`src/rtl/sr_input_conditioner_pkg.sv`:
```
// sr_cond_pkg -- shared types and constants for the sr_input_conditioner slice.
//
// Contents:
//   sr_cond_state_t   : arbitration FSM states (IDLE, DRIVE_S, DRIVE_R, HOLDOFF)
//   SR_HOLDOFF_CYCLES : quiet cycles forced between two output pulses
package sr_cond_pkg;

    typedef enum logic [1:0] {
        IDLE    = 2'd0,
        DRIVE_S = 2'd1,
        DRIVE_R = 2'd2,
        HOLDOFF = 2'd3
    } sr_cond_state_t;

    localparam int SR_HOLDOFF_CYCLES = 1;

endpackage

```
`src/rtl/sr_input_conditioner_if.sv`:
```
// sr_input_conditioner_if -- groups the raw request lines and the conditioned
// flip-flop drive signals of sr_input_conditioner.
//
// Signals:
//   set_in, clr_in : raw (possibly bouncing) set / clear requests
//   s, r           : clean, mutually exclusive drive pulses to the flip-flop
//   busy           : arbitration FSM is not idle
//   conflict       : one-cycle pulse when simultaneous requests are discarded
//
// Modports:
//   master : the request source / observer of the conditioned outputs
//   slave  : the conditioner itself
interface sr_input_conditioner_if;

    logic set_in;
    logic clr_in;
    logic s;
    logic r;
    logic busy;
    logic conflict;

    modport master (
        output set_in,
        output clr_in,
        input  s,
        input  r,
        input  busy,
        input  conflict
    );

    modport slave (
        input  set_in,
        input  clr_in,
        output s,
        output r,
        output busy,
        output conflict
    );

endinterface

```
`src/rtl/sr_input_conditioner_debounce.sv`:
```
// sr_debounce -- single-channel debouncer with rising-edge detect.
//
// Ports:
//   clk  : clock, rising edge
//   rst  : synchronous active-high reset
//   din  : raw level input
//   deb  : debounced level
//   rise : high for one cycle after deb goes 0 -> 1
//
// Build option: define SR_INPUT_SYNC_EN to place a 2-flop synchronizer in
// front of the debouncer (adds 2 cycles of latency).
module sr_debounce #(
    parameter int DEBOUNCE_CYCLES = 4
) (
    input  logic clk,
    input  logic rst,
    input  logic din,
    output logic deb,
    output logic rise
);

    localparam int CNT_W = $clog2(DEBOUNCE_CYCLES + 1);
    localparam logic [CNT_W-1:0] CNT_LAST = CNT_W'(DEBOUNCE_CYCLES - 1);

    logic             sample;
    logic [CNT_W-1:0] cnt;
    logic             deb_d;

`ifdef SR_INPUT_SYNC_EN
    logic sync_a;
    logic sync_b;

    // Two-stage synchronizer for inputs from another clock domain.
    always_ff @(posedge clk) begin
        if (rst) begin
            sync_a <= 1'b0;
            sync_b <= 1'b0;
        end else begin
            sync_a <= din;
            sync_b <= sync_a;
        end
    end

    assign sample = sync_b;
`else
    assign sample = din;
`endif

    // Any sample that agrees with the current level restarts the count, so
    // only an unbroken run of DEBOUNCE_CYCLES differing samples flips deb.
    always_ff @(posedge clk) begin
        if (rst) begin
            cnt   <= '0;
            deb   <= 1'b0;
            deb_d <= 1'b0;
        end else begin
            deb_d <= deb;
            if (sample == deb) begin
                cnt <= '0;
            end else if (cnt == CNT_LAST) begin
                deb <= sample;
                cnt <= '0;
            end else begin
                cnt <= cnt + CNT_W'(1);
            end
        end
    end

    assign rise = deb & ~deb_d;

endmodule

```
`src/rtl/sr_input_conditioner.sv`:
```
// sr_input_conditioner -- debounces raw set/clear requests and drives an SR
// flip-flop with clean, fixed-width, never-overlapping s/r pulses.
//
// Ports:
//   clk : clock, rising edge
//   rst : synchronous active-high reset
//   bus : sr_input_conditioner_if.slave (set_in, clr_in in; s, r, busy,
//         conflict out)
//
// Parameters:
//   DEBOUNCE_CYCLES : consecutive differing samples to change a level (>=1)
//   PULSE_W         : cycles s or r is held high per request (>=1)
//
// Build option: SR_INPUT_SYNC_EN adds a 2-flop synchronizer per input.
module sr_input_conditioner
    import sr_cond_pkg::*;
#(
    parameter int DEBOUNCE_CYCLES = 4,
    parameter int PULSE_W         = 1
) (
    input  logic                   clk,
    input  logic                   rst,
    sr_input_conditioner_if.slave  bus
);

    localparam int PCNT_MAX = (PULSE_W > SR_HOLDOFF_CYCLES) ? PULSE_W : SR_HOLDOFF_CYCLES;
    localparam int PCNT_W   = $clog2(PCNT_MAX + 1);
    localparam logic [PCNT_W-1:0] PULSE_LAST = PCNT_W'(PULSE_W - 1);
    localparam logic [PCNT_W-1:0] HOLD_LAST  = PCNT_W'(SR_HOLDOFF_CYCLES - 1);

    sr_cond_state_t    state;
    sr_cond_state_t    next_state;
    logic [PCNT_W-1:0] pcnt;
    logic [PCNT_W-1:0] pcnt_next;

    logic rise_set;
    logic rise_clr;
    logic pend_set;
    logic pend_clr;
    logic take_set;
    logic take_clr;
    logic conflict_next;

    // Only the edges matter here; the debounced levels are left unused.
    logic set_level_unused;
    logic clr_level_unused;

    sr_debounce #(.DEBOUNCE_CYCLES(DEBOUNCE_CYCLES)) u_deb_set (
        .clk  (clk),
        .rst  (rst),
        .din  (bus.set_in),
        .deb  (set_level_unused),
        .rise (rise_set)
    );

    sr_debounce #(.DEBOUNCE_CYCLES(DEBOUNCE_CYCLES)) u_deb_clr (
        .clk  (clk),
        .rst  (rst),
        .din  (bus.clr_in),
        .deb  (clr_level_unused),
        .rise (rise_clr)
    );

    // FSM state and the shared pulse/holdoff counter.
    always_ff @(posedge clk) begin
        if (rst) begin
            state <= IDLE;
            pcnt  <= '0;
        end else begin
            state <= next_state;
            pcnt  <= pcnt_next;
        end
    end

    // Arbitration: simultaneous requests cancel each other, otherwise the
    // single pending request is served. The counter restarts at 0 on every
    // state change so it can time both DRIVE and HOLDOFF.
    always_comb begin
        next_state    = state;
        pcnt_next     = '0;
        take_set      = 1'b0;
        take_clr      = 1'b0;
        conflict_next = 1'b0;
        case (state)
            IDLE: begin
                if (pend_set && pend_clr) begin
                    conflict_next = 1'b1;
                    take_set      = 1'b1;
                    take_clr      = 1'b1;
                end else if (pend_set) begin
                    take_set   = 1'b1;
                    next_state = DRIVE_S;
                end else if (pend_clr) begin
                    take_clr   = 1'b1;
                    next_state = DRIVE_R;
                end
            end
            DRIVE_S, DRIVE_R: begin
                if (pcnt == PULSE_LAST) begin
                    next_state = HOLDOFF;
                end else begin
                    pcnt_next = pcnt + PCNT_W'(1);
                end
            end
            HOLDOFF: begin
                if (pcnt == HOLD_LAST) begin
                    next_state = IDLE;
                end else begin
                    pcnt_next = pcnt + PCNT_W'(1);
                end
            end
            default: next_state = IDLE;
        endcase
    end

    // Pending latches and output registers. A new edge arriving on the same
    // cycle its previous request is taken is kept as a fresh request. s and r
    // are decoded from the next state so they change together with the state.
    always_ff @(posedge clk) begin
        if (rst) begin
            pend_set     <= 1'b0;
            pend_clr     <= 1'b0;
            bus.s        <= 1'b0;
            bus.r        <= 1'b0;
            bus.conflict <= 1'b0;
        end else begin
            pend_set     <= rise_set | (pend_set & ~take_set);
            pend_clr     <= rise_clr | (pend_clr & ~take_clr);
            bus.s        <= (next_state == DRIVE_S);
            bus.r        <= (next_state == DRIVE_R);
            bus.conflict <= conflict_next;
        end
    end

    assign bus.busy = (state != IDLE);

endmodule

```
`src/flat_wrapper.sv`:
```
// flat-port wrapper written by rule: the top's interface ports become plain ports
module sr_input_conditioner_flat import sr_cond_pkg::*;
#(
    parameter int DEBOUNCE_CYCLES = 4,
    parameter int PULSE_W         = 1
)
  (clk, rst, bus_set_in, bus_clr_in, bus_s, bus_r, bus_busy, bus_conflict);
  sr_input_conditioner_if bus_i ();
  input  logic clk;
  input  logic rst;
  input wire logic [$bits(bus_i.set_in)-1:0] bus_set_in;
  input wire logic [$bits(bus_i.clr_in)-1:0] bus_clr_in;
  output wire logic [$bits(bus_i.s)-1:0] bus_s;
  output wire logic [$bits(bus_i.r)-1:0] bus_r;
  output wire logic [$bits(bus_i.busy)-1:0] bus_busy;
  output wire logic [$bits(bus_i.conflict)-1:0] bus_conflict;
  assign bus_i.set_in = bus_set_in;
  assign bus_i.clr_in = bus_clr_in;
  assign bus_s = bus_i.s;
  assign bus_r = bus_i.r;
  assign bus_busy = bus_i.busy;
  assign bus_conflict = bus_i.conflict;
  sr_input_conditioner #(.DEBOUNCE_CYCLES(DEBOUNCE_CYCLES), .PULSE_W(PULSE_W)) u_core (.clk(clk), .rst(rst), .bus(bus_i));
endmodule
```
`config.mk`:
```
export PLATFORM = sky130hd
export DESIGN_NAME = sr_input_conditioner_flat
export DESIGN_NICKNAME = d
export VERILOG_FILES = /design/src/rtl/sr_input_conditioner_pkg.sv /design/src/rtl/sr_input_conditioner_if.sv /design/src/rtl/sr_input_conditioner_debounce.sv /design/src/rtl/sr_input_conditioner.sv /design/src/flat_wrapper.sv
export SDC_FILE = /design/constraint.sdc
export NUM_CORES = 1
export LEC_CHECK = 0
export CORE_MARGIN = 1.5
export CORE_UTILIZATION = 45
export DETAILED_ROUTE_END_ITERATION = 7
export PLACE_DENSITY = 0.66
export SYNTH_ARGS = -nofsm -noshare
export SYNTH_HDL_FRONTEND = slang
export SYNTH_HIERARCHICAL = 1
export SYNTH_SLANG_ARGS = --single-unit
```
`constraint.sdc`:
```
create_clock -name clk -period 3.8 [get_ports clk]
set_input_delay 0.76 -clock clk [delete_from_list [all_inputs] [get_ports clk]]
set_output_delay 0.76 -clock clk [all_outputs]
set_load 0.005 [all_outputs]
```
==> out/metrics.yaml <==
run_status:
  status: "completed"
finish:
  layout.cells.non_filler: 91
  design_area_um2: 833
  nFillCells: 132
  area_delta_synth_final_pct: 17.9
  drive_gt1_share_pct: 17.3
  fin_nets: 86
  seqCellArea_um2: 360
  fin_util_pct: 56.0
  diodes: 0
  multi_input_area_um2: 320
synth:
  async_flop_share_pct: 0
  yosysTopAreaCellShare_pct: 51.0
  synthFlopType: "dfxtp_1"
  synth_edf_count: 0
  synth_fp_nets: 74
  ys_ff_latch: 18
  synthTopCellsByCount: "dfxtp_1 (18), ha_1 (6), inv_1 (6), nor2_1 (6), nor4_1 (5)"
  synthCells: 64
  synth.distinct_cells: 16
  synth_area_leader_cell: "dfxtp_1"
  syn-cell-area_um2: 707
  synth_warnings: 6
  syn_avg_cell_area_um2: 11.0
  synthTopCellsByArea: "dfxtp_1 (51%), ha_1 (11%), nor4_1 (4.4%)"
  yosysMostFrequentCell: "dfxtp_1"
  yosysSeqAreaShare_pct: 51.0
clock_tree:
  cts_htree_levels: 1
  insertion_delay_ps: 280
  cts_resized: 0
  clkSlewWorstSetupHoldPaths_ps: 90
  cts_max_path_buffers: 2
  cts_buffers: 3
  cts_tree: "yes"
  post_cts_buffers: 0
  cts_root_buffer: "clkbuf_4"
  clock-sinks: 18
  ctsHoldBuffers: 0
critical_path:
  crit_slowest_cell: "clkdlybuf4s50_1"
  worstPathRequired_ps: 3040
  reg2reg_slack_ps: 2390
  path_common_cell: "inv_1"
  cp-end-kind: "output pin"
  crit_family: "buffers and inverters"
  worstPathArrival_ps: 1630
  path_class: "reg -> out"
  cp_cell_sequence: "inv_1, ha_1, inv_1, clkdlybuf4s50_1"
  critPathMaxStageDelay_ps: 510
  cp-start-kind: "flop"
  crit_buf_inv: 3
  cp_max_fo: 5
drt:
  wl_um: 936
  vias_per_cell: 4.97
  detail-route-antenna-nets: 0
  dr_total_vias: 452
  drtIter0Drc: 2
  drc: 0
  first_pass_iters: 2
  wl_per_cell_um: 10.3
power_and_ir_drop:
  leakagePower_nw: 0.319
  combinationalPowerShare_pct: 4.5
  total_power_uw: 321
  swShare_pct: 19.8
  p_switching_uw: 63.5
  pwr_density_cell_mw_per_mm2: 385
  internal_power_uw: 257
  share_clk_of_total_power_pct: 35.2
  p_seq_share_pct: 60.4
  irDropWorstVdd_mv: 0.205
placed_design:
  dp_slack_ps: 1720
  place_congestion: 0.790
  io_buffers: 7
  dp_cells: 87
  dp.final_hpwl_um: 695
  dpl_cell_area_um2: 797
timing:
  maxSlewHeadroom_pct: 55.8
  rsz0062_at_grt: "no"
  skew_ps: 4.62
  maxSlewViolCount: 0
  period_share_pct: 63.0
  setup_ws_ps: 1410
  hold_ws_ps: 442
  fmax_mhz: 418
  finalSetupViolCount: 0
  hold_viol: 0
  worst_pin_slew_ps: 662
  min_period_ps: 2390
  tns_ps: 0
global_routing:
  grt.overflow.total: 0
  antenna_found_initial: 0
  gr-usage-all-layers_pct: 12.8
  grt_pass1_vias: 457
  grt_first_pass_wirelength_mm: 1.72
  grt_max_degree: 18
flow_run:
  drv_cap: 0
die:
  chipHeight_um: 42.6
  initial_core_util_pct: 47.5
  die_w_um: 42.6
  ioPinCount: 8
  row_count: 14
  dieArea_mm2: 0.00182
  core-area_mm2: 0.00149
hold_path:
  hold_path_class: "reg -> reg"
-- flip-flops by register name, summed over array words and instances, names as in the netlist --
name                    count
u_core/u_deb_clr/cnt        3
u_core/u_deb_set/cnt        3
u_core/state                2
u_core/bus.conflict         1
u_core/bus.r                1
u_core/bus.s                1
u_core/pcnt                 1
u_core/pend_clr             1
u_core/pend_set             1
u_core/u_deb_clr/deb        1
u_core/u_deb_clr/deb_d      1
u_core/u_deb_set/deb        1
u_core/u_deb_set/deb_d      1
-- worst reg2reg max path: stages, from the launching register on --
cell      delay, ps
dfxtp_1         370
inv_1            70
ha_1            290
a21oi_1         170
a211oi_1         80
a21oi_2         180
nor3b_2         180
-- layout by cell type, fill, tap and decap left out, drive strengths merged --
cell type | Yosys | layout
a211oi | 2 | 2
a21oi | 5 | 5
clkbuf | 0 | 4
clkdlybuf4s50 | 0 | 7
conb | 1 | 1
dfxtp | 18 | 18
ha | 6 | 6
inv | 7 | 7
maj3 | 2 | 2
mux2i | 2 | 2
nor2 | 6 | 6
nor2b | 4 | 4
nor3b | 2 | 2
nor4 | 5 | 5
nor4b | 2 | 2
xnor2 | 2 | 2
-- layout make-up --
cell class                 count  area share [%]
clock buffer                   4            4.35
timing repair buffer           7            8.41
sequential                    18            43.2
tap                           16            2.40
inverter                       7            3.15
multi-input combinational     39            38.4
-- routing by layer --
layer	share of wire, %	GRT usage (%)	up-vias
met5	0	0	-
met1	47	14.2	203
met4	1.3	9.38	0
li1	-	-	241
met2	49	21.2	6
met3	2.6	2.59	2
-- logic make-up after synthesis --
| logic type | Yosys count | share of synthesized area (%) |
|---|---|---|
| buffers and inverters | 7 | 3.72 |
| flip-flops | 18 | 51.0 |
| AO/OA/AOI/OAI | 7 | 6.72 |
| XOR/XNOR | 2 | 2.48 |
| AND/OR/NAND/NOR | 19 | 18.9 |
| adder cells (fa/ha/maj) | 8 | 13.8 |
| multiplexers | 2 | 2.83 |
| other | 1 | 0.530 |
-- final timing paths --
check                                                   startpoint                                 end  cells past startpoint
worst min-delay path            u_core/u_deb_clr/cnt[0]$_SDFF_PP0_  u_core/u_deb_clr/cnt[0]$_SDFF_PP0_                      1
worst max register to register          u_core/state[0]$_SDFF_PP0_             u_core/bus.r$_SDFF_PP0_                      6
worst max-delay path                    u_core/state[0]$_SDFF_PP0_                            bus_busy                      4
worst min register to register  u_core/u_deb_clr/cnt[0]$_SDFF_PP0_  u_core/u_deb_clr/cnt[0]$_SDFF_PP0_                      1
-- power by group through the flow --
| stage | Sequential [mW] | Clock (mW) | Combinational (mW) |
|---|---|---|---|
| 2_1_floorplan | 0.198 | 0 | 0.00691 |
| 3_3_place_gp | 0.198 | 0 | 0.0142 |
| 3_5_place_dp | 0.198 | 0 | 0.0146 |
| 4_1_cts | 0.194 | 0.120 | 0.0146 |
| 5_1_grt | 0.194 | 0.126 | 0.0164 |
| 6_report | 0.194 | 0.113 | 0.0143 |
Note: power is estimated with default switching activity, not from simulation.
